--- src/rtl/apb_master_bridge.sv ---
// -----------------------------------------------------------------------------
// apb_master_bridge
//
// Single-transfer APB initiator. A command accepted on the valid/ready
// interface becomes one APB SETUP cycle followed by one or more ACCESS cycles.
// Exactly one response strobe is returned per accepted command. A wait-state
// timeout aborts the transfer if the slave holds pready low for too long.
//
// Parameters:
//   ADDR_WIDTH     - width of cmd_addr / paddr
//   DATA_WIDTH     - width of write and read data
//   TIMEOUT_CYCLES - ACCESS cycles with pready low before abort (0 = never)
//
// Ports:
//   pclk, presetn            - APB clock, asynchronous active-low reset
//   cmd_valid/cmd_ready      - command handshake
//   cmd_write/addr/wdata     - command direction, address, write data
//   rsp_valid                - one-cycle response strobe
//   rsp_rdata/err/timeout    - response payload, held until next response
//   psel/penable/pwrite      - APB control
//   paddr/pwdata             - APB address and write data
//   prdata/pready/pslverr    - APB slave response
// -----------------------------------------------------------------------------
module apb_master_bridge #(
    parameter int ADDR_WIDTH     = 8,
    parameter int DATA_WIDTH     = 32,
    parameter int TIMEOUT_CYCLES = 16
) (
    input  logic                  pclk,
    input  logic                  presetn,
    input  logic                  cmd_valid,
    output logic                  cmd_ready,
    input  logic                  cmd_write,
    input  logic [ADDR_WIDTH-1:0] cmd_addr,
    input  logic [DATA_WIDTH-1:0] cmd_wdata,
    output logic                  rsp_valid,
    output logic [DATA_WIDTH-1:0] rsp_rdata,
    output logic                  rsp_err,
    output logic                  rsp_timeout,
    output logic                  psel,
    output logic                  penable,
    output logic                  pwrite,
    output logic [ADDR_WIDTH-1:0] paddr,
    output logic [DATA_WIDTH-1:0] pwdata,
    input  logic [DATA_WIDTH-1:0] prdata,
    input  logic                  pready,
    input  logic                  pslverr
);

    typedef enum logic [1:0] {
        IDLE   = 2'd0,
        SETUP  = 2'd1,
        ACCESS = 2'd2
    } state_t;

    localparam bit TIMEOUT_EN = (TIMEOUT_CYCLES > 0);
    localparam int CNT_W      = TIMEOUT_EN ? $clog2(TIMEOUT_CYCLES + 1) : 1;

    // The counter holds the number of ACCESS cycles already completed, so the
    // abort fires while it still reads TIMEOUT_CYCLES-1 and it never wraps.
    localparam logic [CNT_W-1:0] LAST_CNT =
        TIMEOUT_EN ? CNT_W'(TIMEOUT_CYCLES - 1) : '0;

    state_t           state;
    logic [CNT_W-1:0] wait_cnt;

    // Single registered FSM: every output is a flop, so the APB and response
    // signals change only on pclk edges (or immediately on reset).
    always_ff @(posedge pclk or negedge presetn) begin
        if (!presetn) begin
            state       <= IDLE;
            wait_cnt    <= '0;
            cmd_ready   <= 1'b1;
            psel        <= 1'b0;
            penable     <= 1'b0;
            pwrite      <= 1'b0;
            paddr       <= '0;
            pwdata      <= '0;
            rsp_valid   <= 1'b0;
            rsp_rdata   <= '0;
            rsp_err     <= 1'b0;
            rsp_timeout <= 1'b0;
        end else begin
            // The response strobe lasts one cycle; the payload is held.
            rsp_valid <= 1'b0;

            case (state)
                IDLE: begin
                    if (cmd_valid && cmd_ready) begin
                        state     <= SETUP;
                        cmd_ready <= 1'b0;
                        psel      <= 1'b1;
                        penable   <= 1'b0;
                        pwrite    <= cmd_write;
                        paddr     <= cmd_addr;
                        pwdata    <= cmd_wdata;
                        wait_cnt  <= '0;
                    end
                end

                SETUP: begin
                    state   <= ACCESS;
                    penable <= 1'b1;
                end

                ACCESS: begin
                    // psel and penable are both high here, so pready alone
                    // qualifies the completing edge and the pslverr sample.
                    if (pready) begin
                        state       <= IDLE;
                        cmd_ready   <= 1'b1;
                        psel        <= 1'b0;
                        penable     <= 1'b0;
                        rsp_valid   <= 1'b1;
                        rsp_rdata   <= pwrite ? '0 : prdata;
                        rsp_err     <= pslverr;
                        rsp_timeout <= 1'b0;
                    end else if (TIMEOUT_EN && (wait_cnt == LAST_CNT)) begin
                        state       <= IDLE;
                        cmd_ready   <= 1'b1;
                        psel        <= 1'b0;
                        penable     <= 1'b0;
                        rsp_valid   <= 1'b1;
                        rsp_rdata   <= '0;
                        rsp_err     <= 1'b1;
                        rsp_timeout <= 1'b1;
                    end else if (TIMEOUT_EN) begin
                        wait_cnt <= wait_cnt + CNT_W'(1);
                    end
                end

                default: begin
                    state     <= IDLE;
                    cmd_ready <= 1'b1;
                    psel      <= 1'b0;
                    penable   <= 1'b0;
                end
            endcase
        end
    end

endmodule

--- config.mk ---
export PLATFORM = sky130hd
export DESIGN_NAME = apb_master_bridge
export DESIGN_NICKNAME = d
export VERILOG_FILES = /design/src/rtl/apb_master_bridge.sv
export SDC_FILE = /design/constraint.sdc
export NUM_CORES = 1
export LEC_CHECK = 0
export ABC_AREA = 1
export CORE_AREA = 2 2 104 106
export CTS_CLUSTER_SIZE = 10
export DETAILED_ROUTE_END_ITERATION = 10
export DIE_AREA = 0 0 106 108
export PLACE_DENSITY = 0.75
export REMOVE_ABC_BUFFERS = 1
export SYNTH_ARGS = -nofsm -noshare
export SYNTH_HDL_FRONTEND = slang
export SYNTH_SLANG_ARGS = --single-unit
--- constraint.sdc ---
create_clock -name pclk -period 3.15 [get_ports pclk]
set_input_delay 0.63 -clock pclk [delete_from_list [all_inputs] [get_ports pclk]]
set_output_delay 0.63 -clock pclk [all_outputs]
set_load 0.05 [all_outputs]
# Word level (Yosys, flattened, before mapping)
# Cells that the tools add are included.
# Widths: inputs -> output; s select.
[op_classes]
add_sub_neg = 1
n_eq_ne = 7
n_mux = 25
bitwise_logic = 1
n_reduce_logical = 9
[op_table]
columns = ["operator", "count"]
rows = [
  ["$mux 32", 3],
  ["$mux 5", 3],
  ["$mux 1", 11],
  ["$pmux 5 s2", 1],
  ["$pmux 1 s3", 3],
  ["$mux 2", 3],
  ["$ne 2x2->1 const B", 3],
  ["$pmux 2 s3", 1],
  ["$reduce_and 2->1", 3],
  ["$add 5x1->5 const B", 1],
  ["$eq 5x4->1 const B", 1],
  ["$reduce_and 4->1", 1],
  ["$reduce_bool 2->1", 2],
  ["$ne 3x3->1 const B", 1],
  ["$reduce_and 3->1", 1],
  ["$eq 2x1->1 const B", 1],
  ["$eq 2x2->1 const B", 1],
  ["$logic_not 2->1", 1],
  ["$logic_and 1x1->1", 1],
  ["$not 1->1", 1],
]
[word_totals]
register_bits = 86
inputBits = 78
output_inout_bits = 79
wordCells = 55

# Longest topological paths before layout
# Gate-level depths: netlist of run 1.
[logic_depth]
depth_word = 4
depth_mapped = 10
depth_no_buf = 9

# Least setup slack after synthesis of run 1
# Ideal clock, no wire load.
[synth_timing]
path_type = "reg-to-reg"
from = "register wait_cnt[0]"
to = "register rsp_rdata[15]"
arrival_ns = 1.503
path_slack_ns = 1.581
stages_incl_launch_ff = 11
n_path_buf = 1
period_less_slack_ns = 1.569
path_cell_list = "dfrtp_1 > ha_1 > nand2_1 > nor2_1 > ha_1 > nor2_2 > inv_1 > nand2_4 > buf_6 > nand2_2 > nand2_1"
[synth_via]
elab_chain_cells = 3
[synth_rtl]
columns = ["element", "line_no", "source"]
rows = [
  ["from (decl)", "65", "logic [CNT_W-1:0] wait_cnt;"],
  ["from (signal assigned)", "128", "wait_cnt <= wait_cnt + CNT_W'(1);"],
  ["$eq 5x4->1", "118", "end else if (TIMEOUT_EN && (wait_cnt == LAST_CNT)) begin"],
  ["$reduce_bool 2->1 (no line)", "n/a", ""],
  ["$reduce_and 2->1 (no line)", "n/a", ""],
  ["to (signal assigned)", "115", "rsp_rdata <= pwrite ? '0 : prdata;"],
  ["to (decl)", "37", "output logic [DATA_WIDTH-1:0] rsp_rdata,"],
]
# No other way between the ends.
# A chain may end at the register's enable or synchronous reset.

# Worst setup path in the final report of run 1
[layout_timing]
from = "register cmd_ready"
to = "output port cmd_ready"
[layout_rtl]
columns = ["element", "line_no", "source"]
rows = [
  ["from (decl)", "32", "output logic cmd_ready,"],
  ["from (signal assigned)", "73", "cmd_ready <= 1'b1;"],
  ["from (signal assigned)", "91", "cmd_ready <= 1'b0;"],
  ["from (signal assigned)", "111", "cmd_ready <= 1'b1;"],
]
# No word-level cell between the ends.

==> impl_metrics.env, run 1 <==
export IMPL_fin_tns_setup_ps=0
export IMPL_place_detailed_hpwl_um=6080
export IMPL_cts_root_buf="clkbuf_8"
export IMPL_crit_family="buffers and inverters"
export IMPL_rows=37
export IMPL_yosysTopAreaCell="dfrtp_1"
export IMPL_synthDistinctLibCells=21
export IMPL_antenna_cells=0
export IMPL_drc_errors=0
export IMPL_n_fill_cell=952
export IMPL_ff_latch_area_um2=2150
export IMPL_cp_depth=1
export IMPL_wl_um=8780
export IMPL_hold_violations=0
export IMPL_fin_crit_sh_pct=74.2
export IMPL_max_slew_margin_pct=30.1
export IMPL_fin_skew_ps=8.77
export IMPL_viasPerCell=4.53
export IMPL_syn_cell_area_um2=3530
export IMPL_start_util_pct=34.5
export IMPL_io_buffers=156
export IMPL_htreeDepth=3
export IMPL_period_minus_slack_ps=2340
export IMPL_p_leak_nw=2.62
export IMPL_worstPathMaxFanout=3
export IMPL_clock_path_buffers=2
export IMPL_r2r_setup_slack_ps=1290
export IMPL_overflow=0
export IMPL_hold_class="primary input to async pin"
export IMPL_netlist_instances=384
export IMPL_rsz0062_at_grt="false"
export IMPL_fmax_ghz=0.428
export IMPL_rr_worst_depth=9
export IMPL_avgSynthCellArea_um2=9.19
export IMPL_grtUsageTotal_pct=15.7
export IMPL_drt_pass1_iter_count=4
export IMPL_cp_data_arrival_time_ps=1710
export IMPL_gp_congestion=0.742
export IMPL_grt_pass1_wl_um=14300
export IMPL_cts_setup_buffers=0
export IMPL_slowest_stage="clkdlybuf4s50_1"
export IMPL_regToRegEndpoint="rsp_rdata[4]"
export IMPL_worst_setup_path_start_kind="register"
export IMPL_drive_gt1_share_pct=8.91
export IMPL_required_ps=2520
export IMPL_cts_resized=0
export IMPL_die_y_um=108
export IMPL_insertion_delay_ps=360
export IMPL_multi_input_area_um2=1160
export IMPL_finalSetupViolations=0
export IMPL_synthToLayoutAreaGrowth_pct=51.3
export IMPL_vias=3055
export IMPL_totalPowerFinal_mw=6.35
export IMPL_drt_initial_drc_count=196
export IMPL_crit_type="register to output pin"
export IMPL_nets=614
export IMPL_cts_sinks=86
export IMPL_startpoint="cmd_ready"
export IMPL_outcome="complete, no violations"
export IMPL_ir_drop_mv=0.619
export IMPL_crit_buf_inv=1
export IMPL_ys_seq_area_share_pct=61.0
export IMPL_max_cap_violations=0
export IMPL_core_um2=10200
export IMPL_ant_nets=0
export IMPL_max_stage_delay_ps=800
export IMPL_grt_pass1_vias=3063
export IMPL_die_w_um=106
export IMPL_num_io_pins=157
export IMPL_endpoint_kind="output pin"
export IMPL_yosys_area_top_type_share_pct=60.3
export IMPL_yosys_register_bits=86
export IMPL_powerDensity_nw_per_um2=1190
export IMPL_r2r_start="wait_cnt[0]"
export IMPL_cts_clk_slew_worst_paths_ps=90
export IMPL_dieArea_um2=11400
export IMPL_wire_per_inst_um=13.0
export IMPL_grt_start_max_net_pins=87
export IMPL_cts_tree="done"
export IMPL_cts_buffers=9
export IMPL_cp_cell_sequence="clkdlybuf4s50_1"
export IMPL_cts_hold_buffers=0
export IMPL_slew_violations=0
export IMPL_worst_slew_pin_slew_ps=1050
export IMPL_yosys_warnings=0
export IMPL_antenna_found_initial=0
export IMPL_synth_area_leaders="dfrtp_1, nand2_1, nand3_1, nand2_2, buf_6"
export IMPL_critPathCapture="cmd_ready"
-- cell usage after synthesis --
master	n
o21ai_0	5
buf_2	4
buf_6	10
nor2_4	2
nand2_2	21
o21bai_1	1
inv_1	11
ha_1	2
nand2_4	1
dfstp_2	1
buf_8	1
nand2_1	184
nor2_1	3
o21ai_1	2
a21oi_1	2
nand4_1	2
dfrtp_1	85
nor2_2	2
nand3_1	39
inv_2	3
clkbuf_1	3
-- flip-flops by register name, summed over array words and instances, names as in the netlist --
signal	flops
pwrite	1
paddr	8
penable	1
wait_cnt	5
rsp_err	1
cmd_ready	1
rsp_timeout	1
rsp_valid	1
psel	1
state	2
rsp_rdata	32
pwdata	32
-- kinds of logic after synthesis --
kind of cell / Yosys count / share of synthesized area [%]
adder cells (fa/ha/maj): 2 / 0.709
AND/OR/NAND/NOR: 254 / 30.8
buffers and inverters: 32 / 5.99
flip-flops: 86 / 61.0
AO/OA/AOI/OAI: 10 / 1.49
-- power by group --
part | leakage, nW | switching, mW | internal (mW)
Combinational | 1.40 | 2.43 | 1.13
Clock | 0.116 | 0.398 | 0.490
Sequential | 1.10 | 0.303 | 1.59
Total | 2.62 | 3.13 | 3.22
-- layout make-up --
| class | instances | share of cell area (%) |
|---|---|---|
| clock inverters | 5 | 1.52 |
| repair buffers | 157 | 29.3 |
| flip-flops and latches | 86 | 40.3 |
| inverters | 14 | 0.984 |
| well taps | 136 | 3.19 |
| multi-input cells | 266 | 21.8 |
| clock buffers | 11 | 2.84 |
-- metrics by stage --
stage / utilization [%] / hold WS, ps / setup slack (ps) / cells / instance area, um^2
global placement: 49.9 / 460 / 986 / 659 / 5110
floorplan: - / 334 / 1100 / 366 / 3370
CTS: 52.2 / 486 / 787 / 675 / 5340
global route: 52.2 / 502 / 758 / 675 / 5340
finish: 52.2 / 468 / 813 / 675 / 5340
detailed placement: 49.9 / 464 / 967 / 659 / 5110
-- how the worst min path moves through the flow --
| stage | slack [ps] | cells past startpoint | to |
|---|---|---|---|
| floorplan | 330 | 0 | paddr[0] |
| global placement | 460 | 2 | rsp_rdata[10] |
| detailed placement | 460 | 2 | pwdata[0] |
| CTS | 490 | 1 | rsp_valid |
| global route | 500 | 2 | pwdata[0] |
| finish | 470 | 1 | rsp_valid |
-- cells in the final DEF, fill, tap and decap left out --
master and n:
nand2_1 184, clkdlybuf4s50_1 155, dfrtp_1 85, nand3_1 39, nand2_2 21, inv_1 11
clkbuf_8 11, o21ai_0 5, nor2_1 3, inv_2 3, nor2_2 2, nor2_4 2
nand4_1 2, o21ai_1 2, a21oi_1 2, ha_1 2, bufinv_16 2, buf_4 2
nand2_4 1, o21bai_1 1, clkinv_2 1, clkinvlp_4 1, clkinv_4 1, dfstp_2 1
-- layer usage --
| metal | GRT usage, % | vias up | wire length, um |
|---|---|---|---|
| met2 | 25.3 | 113 | 4070 |
| met5 | 0 | - | 0 |
| met4 | 5.92 | 0 | 143 |
| met1 | 19.1 | 1437 | 3740 |
| li1 | - | 1490 | - |
| met3 | 6.33 | 15 | 826 |
No activity file was read; power rests on OpenSTA's default activity.
==> inputs of run 2 (changes only) <==
- PLACE_DENSITY: 0.75 -> 0.77
- clock period: 3.15 -> 2.05 ns (I/O delays scaled with it)
==> impl_metrics.env, run 2 (synthesis results as in run 1) <==
export IMPL_cts_sinks=86
export IMPL_cts_setup_buffers=0
export IMPL_die_w_um=106
export IMPL_endpoint_kind="output pin"
export IMPL_switching_share_pct=49.1
export IMPL_overflow=0
export IMPL_grt_start_max_net_pins=45
export IMPL_cts_root_buf="clkbuf_8"
export IMPL_insertion_delay_ps=360
export IMPL_intPower_mw=5.07
export IMPL_synthToLayoutAreaGrowth_pct=54.0
export IMPL_place_ws_ps=201
export IMPL_cts_clk_slew_worst_paths_ps=100
export IMPL_num_io_pins=157
export IMPL_nets=619
export IMPL_fin_crit_sh_pct=96.3
export IMPL_worstPathMaxFanout=2
export IMPL_cts_tree="done"
export IMPL_rr_worst_depth=9
export IMPL_crit_buf_inv=1
export IMPL_clock_path_buffers=2
export IMPL_die_y_um=108
export IMPL_rsz0062_at_grt="false"
export IMPL_outcome="complete, no violations"
export IMPL_worst_slew_pin_slew_ps=549
export IMPL_cp_data_arrival_time_ps=1560
export IMPL_antenna_found_initial=0
export IMPL_most_common_layout_cells="nand2_1, clkdlybuf4s50_1, dfrtp_1"
export IMPL_hold_class="primary input to async pin"
export IMPL_vias=3093
export IMPL_drc_errors=0
export IMPL_grt_pass1_vias=3148
export IMPL_top_regs="pwdata: 32 flops, rsp_rdata: 32 flops, paddr: 8 flops"
export IMPL_worst_setup_path_start_kind="register"
export IMPL_max_slew_margin_pct=63.4
export IMPL_start_util_pct=34.5
export IMPL_slew_violations=0
export IMPL_wire_per_inst_um=13.3
export IMPL_max_cap_violations=0
export IMPL_wl_um=9050
export IMPL_crit_family="buffers and inverters"
export IMPL_drt_initial_drc_count=188
export IMPL_layout_commonest_cell="nand2_1"
export IMPL_rows=37
export IMPL_cp_cell_sequence="clkdlybuf4s50_1"
export IMPL_powerDensity_nw_per_um2=1830
export IMPL_place_detailed_hpwl_um=6450
export IMPL_dieArea_um2=11400
export IMPL_grt_pass1_wl_um=15000
export IMPL_viasPerCell=4.55
export IMPL_crit_type="register to output pin"
export IMPL_htreeDepth=3
export IMPL_slowest_stage="clkdlybuf4s50_1"
export IMPL_grtUsageTotal_pct=16.4
export IMPL_p_leak_nw=2.66
export IMPL_hold_violations=0
export IMPL_design_area_um2=5440
export IMPL_core_um2=10200
export IMPL_max_stage_delay_ps=820
export IMPL_p_switching_mw=4.88
export IMPL_drt_pass1_iter_count=4
export IMPL_seq_power_share_pct=29.4
export IMPL_finalSetupViolations=0
export IMPL_setup_slack_ps=75.3
export IMPL_period_minus_slack_ps=1970
export IMPL_p_comb_share_pct=55.8
export IMPL_required_ps=1640
export IMPL_io_buffers=156
export IMPL_finalCoreUtilization_pct=53.1
export IMPL_fin_tns_setup_ps=0
export IMPL_final_cells=680
export IMPL_ir_drop_mv=0.841
export IMPL_placed_cell_area_um2=5180
export IMPL_ant_nets=0
export IMPL_cts_hold_buffers=0
export IMPL_fmax_ghz=0.506
export IMPL_clockPowerShare_pct=14.8
export IMPL_fin_skew_ps=14.7
export IMPL_gp_congestion=0.759
export IMPL_place_inst=664
export IMPL_cp_depth=1
export IMPL_cts_buffers=9
export IMPL_drive_gt1_share_pct=10.1
export IMPL_antenna_cells=0
run 2: changes by cell type in the layout (fill, tap and decap cells not counted):
cell and change:
buf_12 +3, nand2_4 -1, bufinv_16 +1, clkbuf_8 -2, buf_4 +4, clkinvlp_4 -1
clkdlybuf4s50_1 -2, nand2_8 +1, inv_6 +3, clkinv_2 -1
run 2: layer usage:
layer	global-route usage, %	vias to the layer above	wire, um
li1	-	1497	-
met1	19.7	1462	3770
met2	27.8	121	4370
met3	5.61	13	765
met4	5.36	0	139
met5	0	-	0
run 2: cell type report:
| type | count | area (um^2) |
|---|---|---|
| fill | 927 | 4800 |
| sequential | 86 | 2150 |
| timing repair buffer | 162 | 1640 |
| multi-input combinational | 266 | 1170 |
| tap | 136 | 170 |
| clock inverter | 7 | 125 |
| clock buffer | 9 | 124 |
| inverter | 14 | 52.6 |
run 2: final timing paths:
path / slack [ps] / from / endpoint
max in group asynchronous: 1400 / presetn / pwdata[31]
worst max register to register: 270 / wait_cnt[0] / rsp_rdata[0]
worst max-delay path: 80 / rsp_rdata[18] / rsp_rdata[18]
min in group pclk: 480 / psel / psel
worst min-delay path: 30 / presetn / wait_cnt[4]
worst min register to register: 480 / psel / psel
run 2: worst reg2reg max path, delay by kind of cell, from the launching register on:
family / cells / cell delay, ps
flops: 1 / 430
simple gates: 6 / 740
buf+inv: 1 / 150
fa+ha+maj: 2 / 410
run 2: timing repair:
action                     CTS  global route
resized for setup            0             1
setup endpoints to repair    0             8
hold endpoints to repair     0             0
run 2: stage by stage:
step	power (mW)	hold WS, ps
finish	9.96	34.8
global route	10.5	69.0
CTS	10.0	36.7
detailed placement	8.54	438
global placement	8.43	436
floorplan	6.45	114
run 2: power by group through the flow:
stage / Sequential [mW] / Clock [mW] / Combinational [mW]
CTS: 2.93 / 1.51 / 5.60
detailed placement: 2.95 / 0 / 5.59
finish: 2.93 / 1.47 / 5.55
global route: 3.02 / 1.58 / 5.90
global placement: 2.93 / 0 / 5.50
floorplan: 5.38 / 0 / 1.07
